**src/rtl/serial_adder_pkg.sv**
```systemverilog
// Shared types and defaults for the bit-serial adder.
package serial_add_pkg;

    // Sequencer states; 2-bit encoding.
    typedef enum logic [1:0] {
        IDLE = 2'd0,
        RUN  = 2'd1,
        DONE = 2'd2
    } state_e;

    localparam int DEFAULT_WIDTH = 8;

endpackage

```
**src/rtl/serial_adder_if.sv**
```systemverilog
// Start/done handshake and operand/result bus of the serial adder.
interface serial_adder_if
    import serial_add_pkg::*;
#(
    parameter int WIDTH = DEFAULT_WIDTH
) ();

    logic             start;
    logic [WIDTH-1:0] op_a;
    logic [WIDTH-1:0] op_b;
    logic             cin;
    logic             busy;
    logic             done;
    logic [WIDTH-1:0] sum;
    logic             cout;

    // Requester side: issues operands, observes status and result.
    modport master (
        output start, op_a, op_b, cin,
        input  busy, done, sum, cout
    );

    // Adder side.
    modport slave (
        input  start, op_a, op_b, cin,
        output busy, done, sum, cout
    );

endinterface

```
**src/rtl/serial_adder_full_add_cell.sv**
```systemverilog
// Single-bit full adder made of two half-adder stages and a carry OR.
module full_add_cell (
    input  logic a,
    input  logic b,
    input  logic cin,
    output logic sum,
    output logic cout
);

    logic ha0_sum_s;
    logic ha0_carry_s;
    logic ha1_carry_s;

    // First half adder on the operand bits, second folds in the carry.
    always_comb begin
        ha0_sum_s   = a ^ b;
        ha0_carry_s = a & b;
        sum         = ha0_sum_s ^ cin;
        ha1_carry_s = ha0_sum_s & cin;
        cout        = ha0_carry_s | ha1_carry_s;
    end

endmodule

```
**src/rtl/serial_adder.sv**
```systemverilog
// Bit-serial WIDTH-bit adder: one full-add cell, carry held in a flop,
// operands consumed LSB-first over WIDTH cycles.
module serial_adder
    import serial_add_pkg::*;
#(
    parameter int WIDTH = DEFAULT_WIDTH
) (
    input  logic                 clk,
    input  logic                 rst,
    serial_adder_if.slave        bus
);

    localparam int              CW       = (WIDTH > 1) ? $clog2(WIDTH) : 1;
    localparam logic [CW-1:0]   CNT_LAST = CW'(WIDTH - 1);
    localparam logic [CW-1:0]   CNT_ONE  = CW'(1);

    state_e           state_q;
    logic [WIDTH-1:0] a_sr_q;
    logic [WIDTH-1:0] b_sr_q;
    // Only the upper WIDTH-1 bits of the sum shifter are stored: the
    // lowest bit would be shifted out on the final step anyway.
    logic [WIDTH-2:0] s_sr_q;
    logic             c_ff_q;
    logic [CW-1:0]    cnt_q;
    logic             busy_q;
    logic             done_q;
    logic [WIDTH-1:0] sum_q;
    logic             cout_q;

    logic             fa_sum_s;
    logic             fa_cout_s;
    logic [WIDTH-1:0] s_next_s;

    full_add_cell u_cell (
        .a    (a_sr_q[0]),
        .b    (b_sr_q[0]),
        .cin  (c_ff_q),
        .sum  (fa_sum_s),
        .cout (fa_cout_s)
    );

    // New sum bit enters at the MSB; after WIDTH steps this is the full result.
    always_comb begin
        s_next_s = {fa_sum_s, s_sr_q};
    end

    // Sequencer: operand capture, per-bit shift/accumulate, result latch.
    always_ff @(posedge clk) begin
        if (rst) begin
            state_q <= IDLE;
            a_sr_q  <= '0;
            b_sr_q  <= '0;
            s_sr_q  <= '0;
            c_ff_q  <= 1'b0;
            cnt_q   <= '0;
            busy_q  <= 1'b0;
            done_q  <= 1'b0;
            sum_q   <= '0;
            cout_q  <= 1'b0;
        end else begin
            case (state_q)
                IDLE: begin
                    done_q <= 1'b0;
                    if (bus.start) begin
                        a_sr_q  <= bus.op_a;
                        b_sr_q  <= bus.op_b;
                        c_ff_q  <= bus.cin;
                        s_sr_q  <= '0;
                        cnt_q   <= '0;
                        busy_q  <= 1'b1;
                        state_q <= RUN;
                    end else begin
                        busy_q  <= 1'b0;
                    end
                end
                RUN: begin
                    a_sr_q <= {1'b0, a_sr_q[WIDTH-1:1]};
                    b_sr_q <= {1'b0, b_sr_q[WIDTH-1:1]};
                    s_sr_q <= s_next_s[WIDTH-1:1];
                    c_ff_q <= fa_cout_s;
                    if (cnt_q == CNT_LAST) begin
                        cnt_q   <= '0;
                        sum_q   <= s_next_s;
                        cout_q  <= fa_cout_s;
                        busy_q  <= 1'b0;
                        done_q  <= 1'b1;
                        state_q <= DONE;
                    end else begin
                        cnt_q   <= cnt_q + CNT_ONE;
                    end
                end
                DONE: begin
                    done_q  <= 1'b0;
                    busy_q  <= 1'b0;
                    state_q <= IDLE;
                end
                default: begin
                    done_q  <= 1'b0;
                    busy_q  <= 1'b0;
                    state_q <= IDLE;
                end
            endcase
        end
    end

    assign bus.busy = busy_q;
    assign bus.done = done_q;
    assign bus.sum  = sum_q;
    assign bus.cout = cout_q;

endmodule

```
**src/flat_wrapper.sv**
```systemverilog
// flat-port wrapper written by rule: the top's interface ports become plain ports
module serial_adder_flat import serial_add_pkg::*;
#(
    parameter int WIDTH = DEFAULT_WIDTH
)
  (clk, rst, bus_start, bus_op_a, bus_op_b, bus_cin, bus_busy, bus_done, bus_sum, bus_cout);
  serial_adder_if #(.WIDTH(WIDTH)) bus_i ();
  input  logic clk;
  input  logic rst;
  input wire logic [$bits(bus_i.start)-1:0] bus_start;
  input wire logic [$bits(bus_i.op_a)-1:0] bus_op_a;
  input wire logic [$bits(bus_i.op_b)-1:0] bus_op_b;
  input wire logic [$bits(bus_i.cin)-1:0] bus_cin;
  output wire logic [$bits(bus_i.busy)-1:0] bus_busy;
  output wire logic [$bits(bus_i.done)-1:0] bus_done;
  output wire logic [$bits(bus_i.sum)-1:0] bus_sum;
  output wire logic [$bits(bus_i.cout)-1:0] bus_cout;
  assign bus_i.start = bus_start;
  assign bus_i.op_a = bus_op_a;
  assign bus_i.op_b = bus_op_b;
  assign bus_i.cin = bus_cin;
  assign bus_busy = bus_i.busy;
  assign bus_done = bus_i.done;
  assign bus_sum = bus_i.sum;
  assign bus_cout = bus_i.cout;
  serial_adder #(.WIDTH(WIDTH)) u_core (.clk(clk), .rst(rst), .bus(bus_i));
endmodule
```
**config.mk**
```make
export PLATFORM = sky130hd
export DESIGN_NAME = serial_adder_flat
export DESIGN_NICKNAME = d
export VERILOG_FILES = /design/src/rtl/serial_adder_pkg.sv /design/src/rtl/serial_adder_if.sv /design/src/rtl/serial_adder_full_add_cell.sv /design/src/rtl/serial_adder.sv /design/src/flat_wrapper.sv
export SDC_FILE = /design/constraint.sdc
export NUM_CORES = 1
export LEC_CHECK = 0
export ABC_CLOCK_PERIOD_IN_PS = 1310
export BUFFER_PORTS_ARGS = -buffer_cell sky130_fd_sc_hd__buf_4
export CORE_MARGIN = 2
export CORE_UTILIZATION = 48
export DETAILED_ROUTE_END_ITERATION = 16
export PLACE_DENSITY = 0.83
export SETUP_SLACK_MARGIN = 0.2
export SLEW_MARGIN = 15
export SYNTH_ARGS = -nofsm -noshare
export SYNTH_HDL_FRONTEND = slang
export SYNTH_SLANG_ARGS = --single-unit
```
**constraint.sdc**
```tcl
create_clock -name clk -period 1.31 [get_ports clk]
set_input_delay 0.0655 -clock clk [delete_from_list [all_inputs] [get_ports clk]]
set_output_delay 0.0655 -clock clk [all_outputs]
set_load 0.1 [all_outputs]
```
# Word level (Yosys, flattened, before mapping)
# Index checks and enable logic that the tools add are counted.
[totals]
reg_bits = 40
input_bits = 20
out_inout_bits = 11
[classes]
addsub = 1
eq_ne = 4
muxes = 17
bitwise = 6
reduce_logical = 6
[op_table]
columns = ["op", "count"]
rows = [
  ["one-hot mux 8 bit (2 select lines)", 2],
  ["two-way mux 8 bit", 2],
  ["one-hot mux 7 bit (2 select lines)", 1],
  ["two-way mux 7 bit", 1],
  ["two-way mux 3 bit", 2],
  ["one-hot mux 3 bit (2 select lines)", 1],
  ["AND reduction 2 bit", 3],
  ["two-way mux 2 bit", 2],
  ["one-hot mux 1 bit (2 select lines)", 2],
  ["one-hot mux 2 bit (2 select lines)", 1],
  ["adder 3 x 1 -> 3 bit, second input constant", 1],
  ["equality test 3 bit, second input constant", 1],
  ["two-way mux 1 bit", 3],
  ["AND 1 bit", 2],
  ["equality test 2 x 1 -> 1 bit, second input constant", 1],
  ["zero test 2 bit", 1],
  ["!= test 2 x 1 -> 1 bit, second input constant", 1],
  ["!= test 2 bit, second input constant", 1],
  ["nonzero test 2 bit", 1],
  ["OR reduction 2 bit", 1],
  ["bitwise XOR 1 bit", 2],
  ["inverter 1 bit", 1],
  ["bitwise OR 1 bit", 1],
]

# Longest topological paths before layout
# Gate-level depths: netlist (run 1).
[depth]
depth_word = 4
depth_mapped = 5
mapped_depth_nobuf = 5

# Hierarchy
# Synthesis (run 1) repeated with hierarchy kept, for this count alone.
[hier_totals]
cells_unflattened = 168
area_unflattened_um2 = 1604.0
[by_module_without_submodules]
columns = ["module", "instances", "cells_each", "area_each_um2", "seq_area_each_um2"]
rows = [
  ["serial_adder", 1, 167, 1584.0, 800.8],
  ["full_add_cell", 1, 1, 20.0, 0.0],
]

# Least setup slack after synthesis (run 1)
# No wires, ideal clock.
[synth_timing]
path_kind = "register to register"
start = "register, netlist name u_core.bus.busy"
end = "register u_core.busy_q (netlist: u_core.bus.busy)"
setup_ps = 70
t_arrival_ps = 1207
required_ps = 1240
setup_slack_ps = 32
stages_incl_launch_ff = 3
n_path_buf = 0
synth_period_minus_slack_ps = 1278
cell_sequence = "dfxtp_1 nand3b_1 a21oi_1"
[synth_rtl]
columns = ["item", "line", "source"]
rows = [
  ["end signal: assignment", "serial_adder.sv:56", "busy_q <= 1'b0;"],
  ["end signal: assignment", "serial_adder.sv:70", "busy_q <= 1'b1;"],
  ["end signal: assignment", "serial_adder.sv:73", "busy_q <= 1'b0;"],
  ["end: declaration", "serial_adder.sv:25", "logic busy_q;"],
]

# Final worst setup path (run 1)
[layout_timing]
start = "register u_core.cnt_q[1]"
end = "register u_core.cnt_q[0]"
[layout_via]
elab_chain_len = 3
[layout_lines]
columns = ["item", "line", "source"]
rows = [
  ["start: declaration", "serial_adder.sv:24", "logic [CW-1:0] cnt_q;"],
  ["start signal: assignment", "serial_adder.sv:89", "cnt_q <= cnt_q + CNT_ONE;"],
  ["equality test 3 bit", "serial_adder.sv:81", "if (cnt_q == CNT_LAST) begin"],
  ["two-way mux 3 bit", "serial_adder.sv:81", ""],
  ["one-hot mux 3 bit (2 select lines)", "serial_adder.sv:61", "case (state_q)"],
]
# No other way between the ends.
# A chain may end at the register's enable or synchronous reset.

==> run_results.csv, run 1 <==
group,metric,value,unit
run_status,status,"finished, final reports clean",
floorplanning,start_util,0.495,
layout,antenna_cells,0,
grt,track_usage,0.195,
place,gp_congestion,0.768,
clocking,path_clk_slew,110,ps
drt,wl_per_cell,13.8,um
critical_path,cp.required,1590,ps
sta,fin_crit,1210,ps
yosys,synth_warnings,0,
clocking,clock-root-buffer,"clkbuf_4",
flow_run,cap_viol_max_count,0,
layout,nets,248,
layout,area_growth,39.2,%
place,place_area,0.00196,sq mm
place,post-place-cells,246,
power,p_clk_frac,0.259,
sta,finalSetupViolCount,0,
floorplanning,die_area,0.00387,sq mm
sta,finalCritPeriodShare,0.925,
grt,grt_max_degree,41,
yosys,ys.flop_type,"dfxtp_1",
worst_hold_path,min_path_type,"primary input to flop",
drt,firstDrtPassIters,4,
place,pre_cts_ws,12.8,ps
grt,antenna_found_initial,0,
floorplanning,io_pins,31,
yosys,synth_cells,173,
clocking,cts.sinks,40,
yosys,ys_seq_area_frac,0.492,
sta,fmax,826,MHz
grt,grt_overflow,0,
sta,rsz0062_at_grt,"true",
critical_path,critPathKind,"flop to flop",
drt,wirelength,3730,um
place,io_buffers,30,
power,powerDensity,1010,mW/mm^2
clocking,cts_buffers,5,
floorplanning,fp.dieH,62.2,um
floorplanning,core,0.00328,sq mm
floorplanning,rows,21,
drt,drc,0,
power,switchingPower,0.623,mW
yosys,ys_ff_latch,40,
critical_path,path_max_fanout,3,
layout,mostFrequentLayoutCells,"39 x buf_4, 23 x dfxtp_1, 22 x a21oi_1",
layout,mostFrequentLayoutCell,"buf_4",
drt,drtIter0Drc,120,
drt,vias,1424,
layout,fin_area,0.00226,sq mm
place,place_hpwl,2350,um
clocking,cts_tree,"done",
sta,holdWs,71.2,ps
layout,drive_gt1_frac,0.406,
power,vdd_ir_drop_max,654,uV
clocking,cts_max_level,2,
yosys,synth.net_count,197,
power,p_int,1.67,mW
power,p_total,2.30,mW
layout,final_util,0.689,
power,power_leakage,0.888,nW
power,p_sw_frac,0.271,
drt,ant_nets,0,
sta,relSlewSlack,0.730,
sta,tightest_slew,405,ps
yosys,synth.avg_cell_area,9.40,sq um
power,p_seq_frac,0.574,
sta,skew,12.6,ps
critical_path,cp-end-kind,"flop",
yosys,async_flop_share,0,
sta,hold_viol,0,
yosys,synth_edf_count,0,
yosys,mappedNetlistArea,0.00163,sq mm
critical_path,worstPathArrival,1490,ps
clocking,clock_latency,350,ps
drt,avgViaCountPerCell,5.27,
sta,fin_tns_setup,0,ps
floorplanning,die_x,62.2,um
critical_path,cp-start-kind,"flop",
clocking,cts_buffer_depth,2,
grt,grt_pass1_vias,1288,
yosys,synth_cell_types,30,
sta,drv_slew,0,
sta,timing.final.ws_setup,98.7,ps
grt,grt_pass1_wl,5930,um
power,combPwrFrac,0.167,
layout,fill_cells,252,
layout,final_cell_count_no_fill,270,
-- layer usage --
metal  vias to the layer above  GRT usage  part of all wire
li1                        716          -                 -
met1                       669      0.243              0.43
met3                         5     0.0634             0.044
met5                         -          0                 0
met2                        34      0.321              0.51
met4                         0     0.0667             0.012
-- logic make-up (layout without fill, tap and decap cells) --
group                      Yosys count  in the layout  share of synthesized area
AOI/OAI and AO/OA                   51             51                      0.222
adders and majority gates            4              4                     0.0354
buffers and inverters               24             75                     0.0708
DFF                                 40             40                      0.492
muxes                                3              3                     0.0185
and+or+nand+nor                     51             51                      0.161
-- synth_stat cells, types with 3 or more instances --
cell type / n / share of area
clkbuf_1: 3 / 0.0069
o221a_1: 8 / 0.055
a22oi_1: 10 / 0.046
nand2b_1: 4 / 0.015
dfxtp_1: 40 / 0.49
nand3_1: 9 / 0.028
inv_1: 11 / 0.025
mux2i_1: 3 / 0.018
buf_2: 5 / 0.015
nor2_1: 16 / 0.037
a211oi_1: 5 / 0.023
a21oi_1: 24 / 0.074
ha_1: 3 / 0.023
nand2_1: 10 / 0.023
-- critical path, stage by stage (launching register included) --
cell and delay, ps:
dfxtp_2 350, ha_4 170, ha_4 160, or3_1 340, a21oi_1 120
-- final timing paths --
| kind | from | slack, ps | cells past startpoint | endpoint |
|---|---|---|---|---|
| max | u_core.cnt_q[1] | 100 | 4 | u_core.cnt_q[0] |
| min | bus_op_a[0] | 70 | 3 | u_core.a_sr_q[0] |
| max reg2reg | u_core.cnt_q[1] | 100 | 4 | u_core.cnt_q[0] |
| min reg2reg | u_core.bus.sum[4] | 450 | 2 | u_core.bus.sum[4] |
-- flip-flops by register name, indices dropped and copies added (netlist names) --
signal           flops
u_core.bus.busy      1
u_core.c_ff_q        1
u_core.s_sr_q        7
u_core.b_sr_q        8
u_core.a_sr_q        8
u_core.state_q       2
u_core.bus.sum       8
u_core.bus.cout      1
u_core.bus.done      1
u_core.cnt_q         3
-- area by class of cell --
class | count | area (sq um) | share of cell area
tap | 46 | 57.6 | 0.0254
multi-input combinational | 109 | 807 | 0.357
clock inverter | 2 | 12.5 | 0.00553
inverter | 11 | 41.3 | 0.0182
clock buffer | 5 | 37.5 | 0.0166
sequential | 40 | 827 | 0.365
timing repair buffer | 57 | 480 | 0.212
-- repair_timing --
item	CTS	global route
hold buffers	12	0
hold endpoints to repair	12	0
buffers inserted	2	3
resized for setup	6	20
setup endpoints to repair	36	38
pin swaps	3	7
-- power by group through the flow --
stage	clock network, mW	logic (mW)	registers, mW
2_1_floorplan	0	0.207	1.35
3_3_place_gp	0	0.308	1.35
3_5_place_dp	0	0.317	1.35
4_1_cts	0.610	0.349	1.32
5_1_grt	0.671	0.421	1.33
6_report	0.594	0.384	1.32
No activity file was read; power rests on OpenSTA's default activity.
==> run 2, diff against run 1 <==
Settings changed: ABC_CLOCK_PERIOD_IN_PS 1310 to 1300, BUFFER_PORTS_ARGS -buffer_cell sky130_fd_sc_hd__buf_4 to unset, CORE_UTILIZATION 48 to 61, DONT_BUFFER_PORTS set to 1, PLACE_DENSITY 0.83 to 0.87, SKIP_LAST_GASP set to 1.
Clock period 1.31 ns to 1.3 ns, I/O delays scaled along.
==> run 2 against run 1 <==
  * Via count up 5.8%
  * Clock skew up 1.7 ps
  * Combinational power down 2%
  * Maximum frequency down 6.7%
  * Critical path depth unchanged
  * Worst setup slack worse by 97 ps
  * Worst hold slack worse by 330 ps
  * The flow now finishes with violations (negative hold slack)
  * Die area down 20%
  * Sequential share of layout area up 2.3 points
  * Non-clock buffer count down 27
  * Largest cell class is now multi-input combinational cells
  * Utilization up 16 points
==> run_results.csv, run 2 (synthesis results as in run 1) <==
group,metric,value,unit
run_status,status,"finished, violations left",
run_status,violations,"negative hold slack",
floorplanning,fp.dieH,55.6,um
worst_hold_path,hold_start,"rst",
drt,vias,1506,
place,io_buffers,0,
power,powerDensity,1130,mW/mm^2
critical_path,worstPathArrival,1580,ps
drt,firstDrtPassIters,4,
grt,grt_pass1_vias,1404,
clocking,clock-root-buffer,"clkbuf_4",
sta,tightest_slew,290,ps
critical_path,cp-end-kind,"flop",
grt,use_met1,0.334,
grt,track_usage,0.277,
clocking,clock_latency,360,ps
floorplanning,rows,18,
drt,ant_nets,0,
floorplanning,core,0.00250,sq mm
layout,mostFrequentLayoutCell,"dfxtp_1",
critical_path,worst-r2r-setup-slack,2,ps
clocking,cts_max_level,2,
worst_hold_path,hold_end,"u_core.bus.busy",
layout,antenna_cells,0,
drt,wl_per_cell,22.0,um
clocking,path_clk_slew,130,ps
clocking,cts.sinks,40,
grt,antenna_found_initial,0,
layout,mostFrequentLayoutCells,"22 x dfxtp_1, 18 x buf_4, 16 x nor2_1, 16 x dfxtp_2, 13 x a21oi_1",
layout,nets,222,
grt,grtUsageMet2,0.473,
sta,finalSetupViolCount,0,
sta,finalCritPeriodShare,0.998,
layout,fin_area,0.00213,sq mm
grt,grt.met3_usage,0.0581,
grt,grt.busiest_layer,"met2",
drt,wirelength,5030,um
critical_path,path_max_fanout,9,
sta,fin_crit,1300,ps
drt,drtIter0Drc,139,
worst_hold_path,min_path_type,"primary input to flop",
sta,hold_viol,40,
critical_path,worstReg2RegStart,"u_core.state_q[0]",
grt,grt_overflow,0,
layout,area_growth,31.0,%
worst_hold_path,hold_depth,1,
flow_run,cap_viol_max_count,0,
floorplanning,io_pins,31,
critical_path,r2r_cells,4,
critical_path,worstReg2RegEnd,"u_core.cnt_q[0]",
critical_path,cp-start-kind,"flop",
sta,relSlewSlack,0.808,
power,power_leakage,0.798,nW
sta,drv_slew,0,
sta,rsz0062_at_grt,"true",
floorplanning,die_area,0.00310,sq mm
layout,drive_gt1_frac,0.472,
place,place_hpwl,2460,um
clocking,cts_buffer_depth,2,
sta,fmax,771,MHz
critical_path,cp.required,1590,ps
clocking,cts_buffers,5,
clocking,cts_tree,"done",
grt,grt_max_degree,41,
drt,drc,0,
critical_path,critPathKind,"flop to flop",
place,place_area,0.00177,sq mm
floorplanning,die_x,55.6,um
grt,grt_pass1_wl,6710,um
sta,holdWs,-257,ps
sta,skew,14.3,ps
power,vdd_ir_drop_max,1170,uV
drt,avgViaCountPerCell,6.58,
place,gp_congestion,0.773,
floorplanning,start_util,0.651,
-- run 2: cell types whose count changed in the layout (fill, tap and decap cells not counted), moves of 5 or more --
| cell | change |
|---|---|
| a21oi_1 | -9 |
| dlygate4sd3_1 | -12 |
| a21oi_2 | +8 |
| buf_6 | +5 |
| buf_4 | -21 |
-- run 2: where the power goes --
group          switching (mW)  internal [mW]  total (mW)
combinational           0.199          0.179       0.378
clock                   0.436          0.258       0.694
sequential             0.0476           1.29        1.33
-- run 2: per-layer routing --
layer | up-vias | share of wire
met2 | 91 | 0.52
met4 | 0 | 0.016
met3 | 15 | 0.069
met1 | 740 | 0.39
met5 | - | 0
li1 | 660 | -
-- run 2: worst max-delay path, stage by stage (launching register included) --
cell	delay [ps]
dfxtp_4	410
buf_6	150
nand2b_2	150
or3_1	370
a21oi_1	140
-- run 2: how the worst max path moves through the flow --
stage / cells after the start / slack (ps) / to / startpoint
global placement: 5 / 40 / u_core.bus.sum[0] / u_core.cnt_q[1]
detailed placement: 5 / -20 / u_core.bus.sum[6] / u_core.cnt_q[0]
CTS: 4 / 70 / u_core.cnt_q[0] / u_core.cnt_q[0]
global route: 4 / -20 / u_core.cnt_q[0] / u_core.state_q[0]
floorplan: 5 / 50 / u_core.a_sr_q[5] / u_core.state_q[1]
finish: 4 / 2 / u_core.cnt_q[0] / u_core.state_q[0]
-- run 2: metrics by stage --
stage,power (mW),setup TNS (ps),util,setup slack [ps],std cells
after CTS,2.29,0,0.781,70.3,223
after global placement,1.58,0,0.708,38.0,207
final,2.41,0,0.852,2.20,229
after global routing,2.47,-28.1,0.852,-22.8,229
after detailed placement,1.60,-41.5,0.708,-15.1,207
after floorplan,1.57,0,-,52.3,173
-- run 2: cell type report --
class	count	area, sq um
multi-input combinational	110	898
sequential	40	828
fill	131	369
timing repair buffer	30	264
clock buffer	6	51.3
inverter	11	41.3
tap	30	37.5
clock inverter	2	10.0
-- run 2: what timing repair did --
item                                   4_1_cts  5_1_grt
setup endpoints to repair                   39       40
resized for setup                           21       34
gates cloned                                 2        4
endpoints found under the hold margin       40       40
buffers inserted                             6        2
pin swaps                                   13       18
==> run 3, diff against run 2 <==
Settings changed: CORE_ASPECT_RATIO set to 2.
==> run 3 against run 2 <==
  * The flow still finishes with violations (negative hold slack)
  * First-iteration DRC count shrank 57%
  * Utilization up 6.0 points
  * Die area up 0.80%
  * Total power grew 11%
  * Register-to-register slack about the same
  * Routed wire length grew 9.5%
  * Clock skew decreased by 0.68 ps
  * Maximum frequency grew 0.48%
  * Sequential share of layout area decreased by 3.2 points
  * Non-clock buffer count down 1
  * Critical endpoint is now u_core.bus.sum[7]
==> run_results.csv, run 3 (synthesis results as in run 1) <==
group,metric,value,unit
drt,wl_met3,355,um
clocking,cts_max_level,2,
sta,tightest_slew,313,ps
drt,highest_layer,"met4",
drt,wl_met2,2920,um
grt,grt_overflow,0,
sta,hold_viol,40,
run_status,violations,"negative hold slack",
critical_path,worstPathArrival,1510,ps
critical_path,cp-start-kind,"flop",
worst_hold_path,min_path_type,"primary input to flop",
clocking,cts_buffer_depth,2,
grt,track_usage,0.319,
sta,drv_slew,0,
power,power_leakage,0.848,nW
layout,seqCellArea,826,sq um
floorplanning,core,0.00254,sq mm
drt,drc,0,
critical_path,cp-end-kind,"flop",
layout,antenna_cells,0,
floorplanning,start_util,0.641,
power,powerDensity,1150,mW/mm^2
floorplanning,die_x,40.5,um
critical_path,crit_chain,"fa_2, nand3_1, a21oi_1",
drt,vias,1534,
layout,nets,222,
sta,finalSetupViolCount,0,
critical_path,slowest_stage,"fa_2",
layout,mostFrequentLayoutCells,"24 x dfxtp_1, 16 x nor2_1, 15 x buf_4",
floorplanning,io_pins,31,
critical_path,cp.required,1520,ps
place,place_hpwl,2480,um
layout,fill_cells,89,
layout,multi_input_area,970,sq um
layout,final_util,0.913,
clocking,path_clk_slew,80,ps
drt,firstDrtPassIters,5,
layout,drive_gt1_frac,0.482,
drt,wl_per_cell,24.3,um
place,io_buffers,0,
clocking,clock-root-buffer,"clkbuf_8",
power,vdd_ir_drop_max,1060,uV
layout,final_cell_count_no_fill,227,
sta,fmax,774,MHz
sta,skew,13.6,ps
run_status,status,"finished, violations left",
grt,grt_pass1_vias,1463,
grt,antenna_found_initial,0,
sta,relSlewSlack,0.790,
drt,wirelength,5510,um
drt,ant_nets,0,
clocking,clock_latency,310,ps
floorplanning,die_area,0.00312,sq mm
grt,grt_max_degree,41,
sta,fin_crit,1290,ps
drt,wl_met1,1910,um
flow_run,cap_viol_max_count,0,
layout,area_growth,42.4,%
clocking,cts_tree,"done",
floorplanning,rows,26,
critical_path,path_max_fanout,2,
drt,avgViaCountPerCell,6.76,
sta,rsz0062_at_grt,"true",
critical_path,critPathKind,"flop to flop",
sta,holdWs,-186,ps
clocking,cts.sinks,40,
grt,grt_pass1_wl,6780,um
layout,mostFrequentLayoutCell,"dfxtp_1",
clocking,cts_buffers,5,
critical_path,max_stage_delay,610,ps
place,post-place-cells,203,
sta,finalCritPeriodShare,0.994,
drt,drtIter0Drc,60,
floorplanning,fp.dieH,77.0,um
place,gp_congestion,0.714,
run 3: cell types whose count changed in the layout (fill, tap and decap cells not counted), moves of 4 or more:
cell / delta
a22oi_2: +4
buf_6: -4
clkbuf_8: +5
a22oi_1: -4
clkbuf_4: -5
run 3: critical path: cells and delay by family (launching register included):
family	cells	cell delay, ps
adders and majority gates	1	610
DFF	1	340
AOI/OAI and AO/OA	1	140
and+or+nand+nor	1	110
run 3: timing repair:
| item | CTS | global route |
|---|---|---|
| cloned | 4 | 2 |
| endpoints found under the setup margin | 40 | 39 |
| buffers inserted | 9 | 1 |
| pin swaps | 24 | 16 |
| resized for setup | 36 | 25 |
| endpoints found under the hold margin | 40 | 40 |
run 3: final timing paths:
path,end,startpoint,cells past startpoint,slack [ps]
worst max register to register,u_core.bus.sum[7],u_core.c_ff_q,3,8
worst min-delay path,u_core.state_q[0],rst,1,-190
worst max-delay path,u_core.bus.sum[7],u_core.c_ff_q,3,8
worst min register to register,u_core.bus.sum[2],u_core.bus.sum[2],2,470
run 3: area by class of cell:
class,instances,share of cell area
multi-input cells,111,0.419
flip-flops and latches,40,0.357
repair buffers,29,0.153
clock buffers,8,0.0389
inverters,11,0.0178
well taps,28,0.0151
run 3: through the flow:
step           setup WS [ps]  TNS (ps)  power (mW)  hold slack [ps]  cell area [sq um]
3_3_place_gp            92.4         0        1.59              131               1770
6_report                8.44         0        2.66             -186               2320
2_1_floorplan           52.3         0        1.57              213               1700
3_5_place_dp            51.0         0        1.60              135               1770
5_1_grt                -29.5     -51.5        2.73             -197               2320
4_1_cts                 67.4         0        2.53             -188               2150
run 3: report_power, final:
group	switching, mW	internal, mW
clock	0.427	0.433
sequential	0.0545	1.29
combinational	0.232	0.229
run 3: per-layer routing:
metal,vias to the layer above,GRT usage
li1,663,-
met1,744,0.312
met2,95,0.551
met3,32,0.0780
met4,0,0.167
met5,-,0
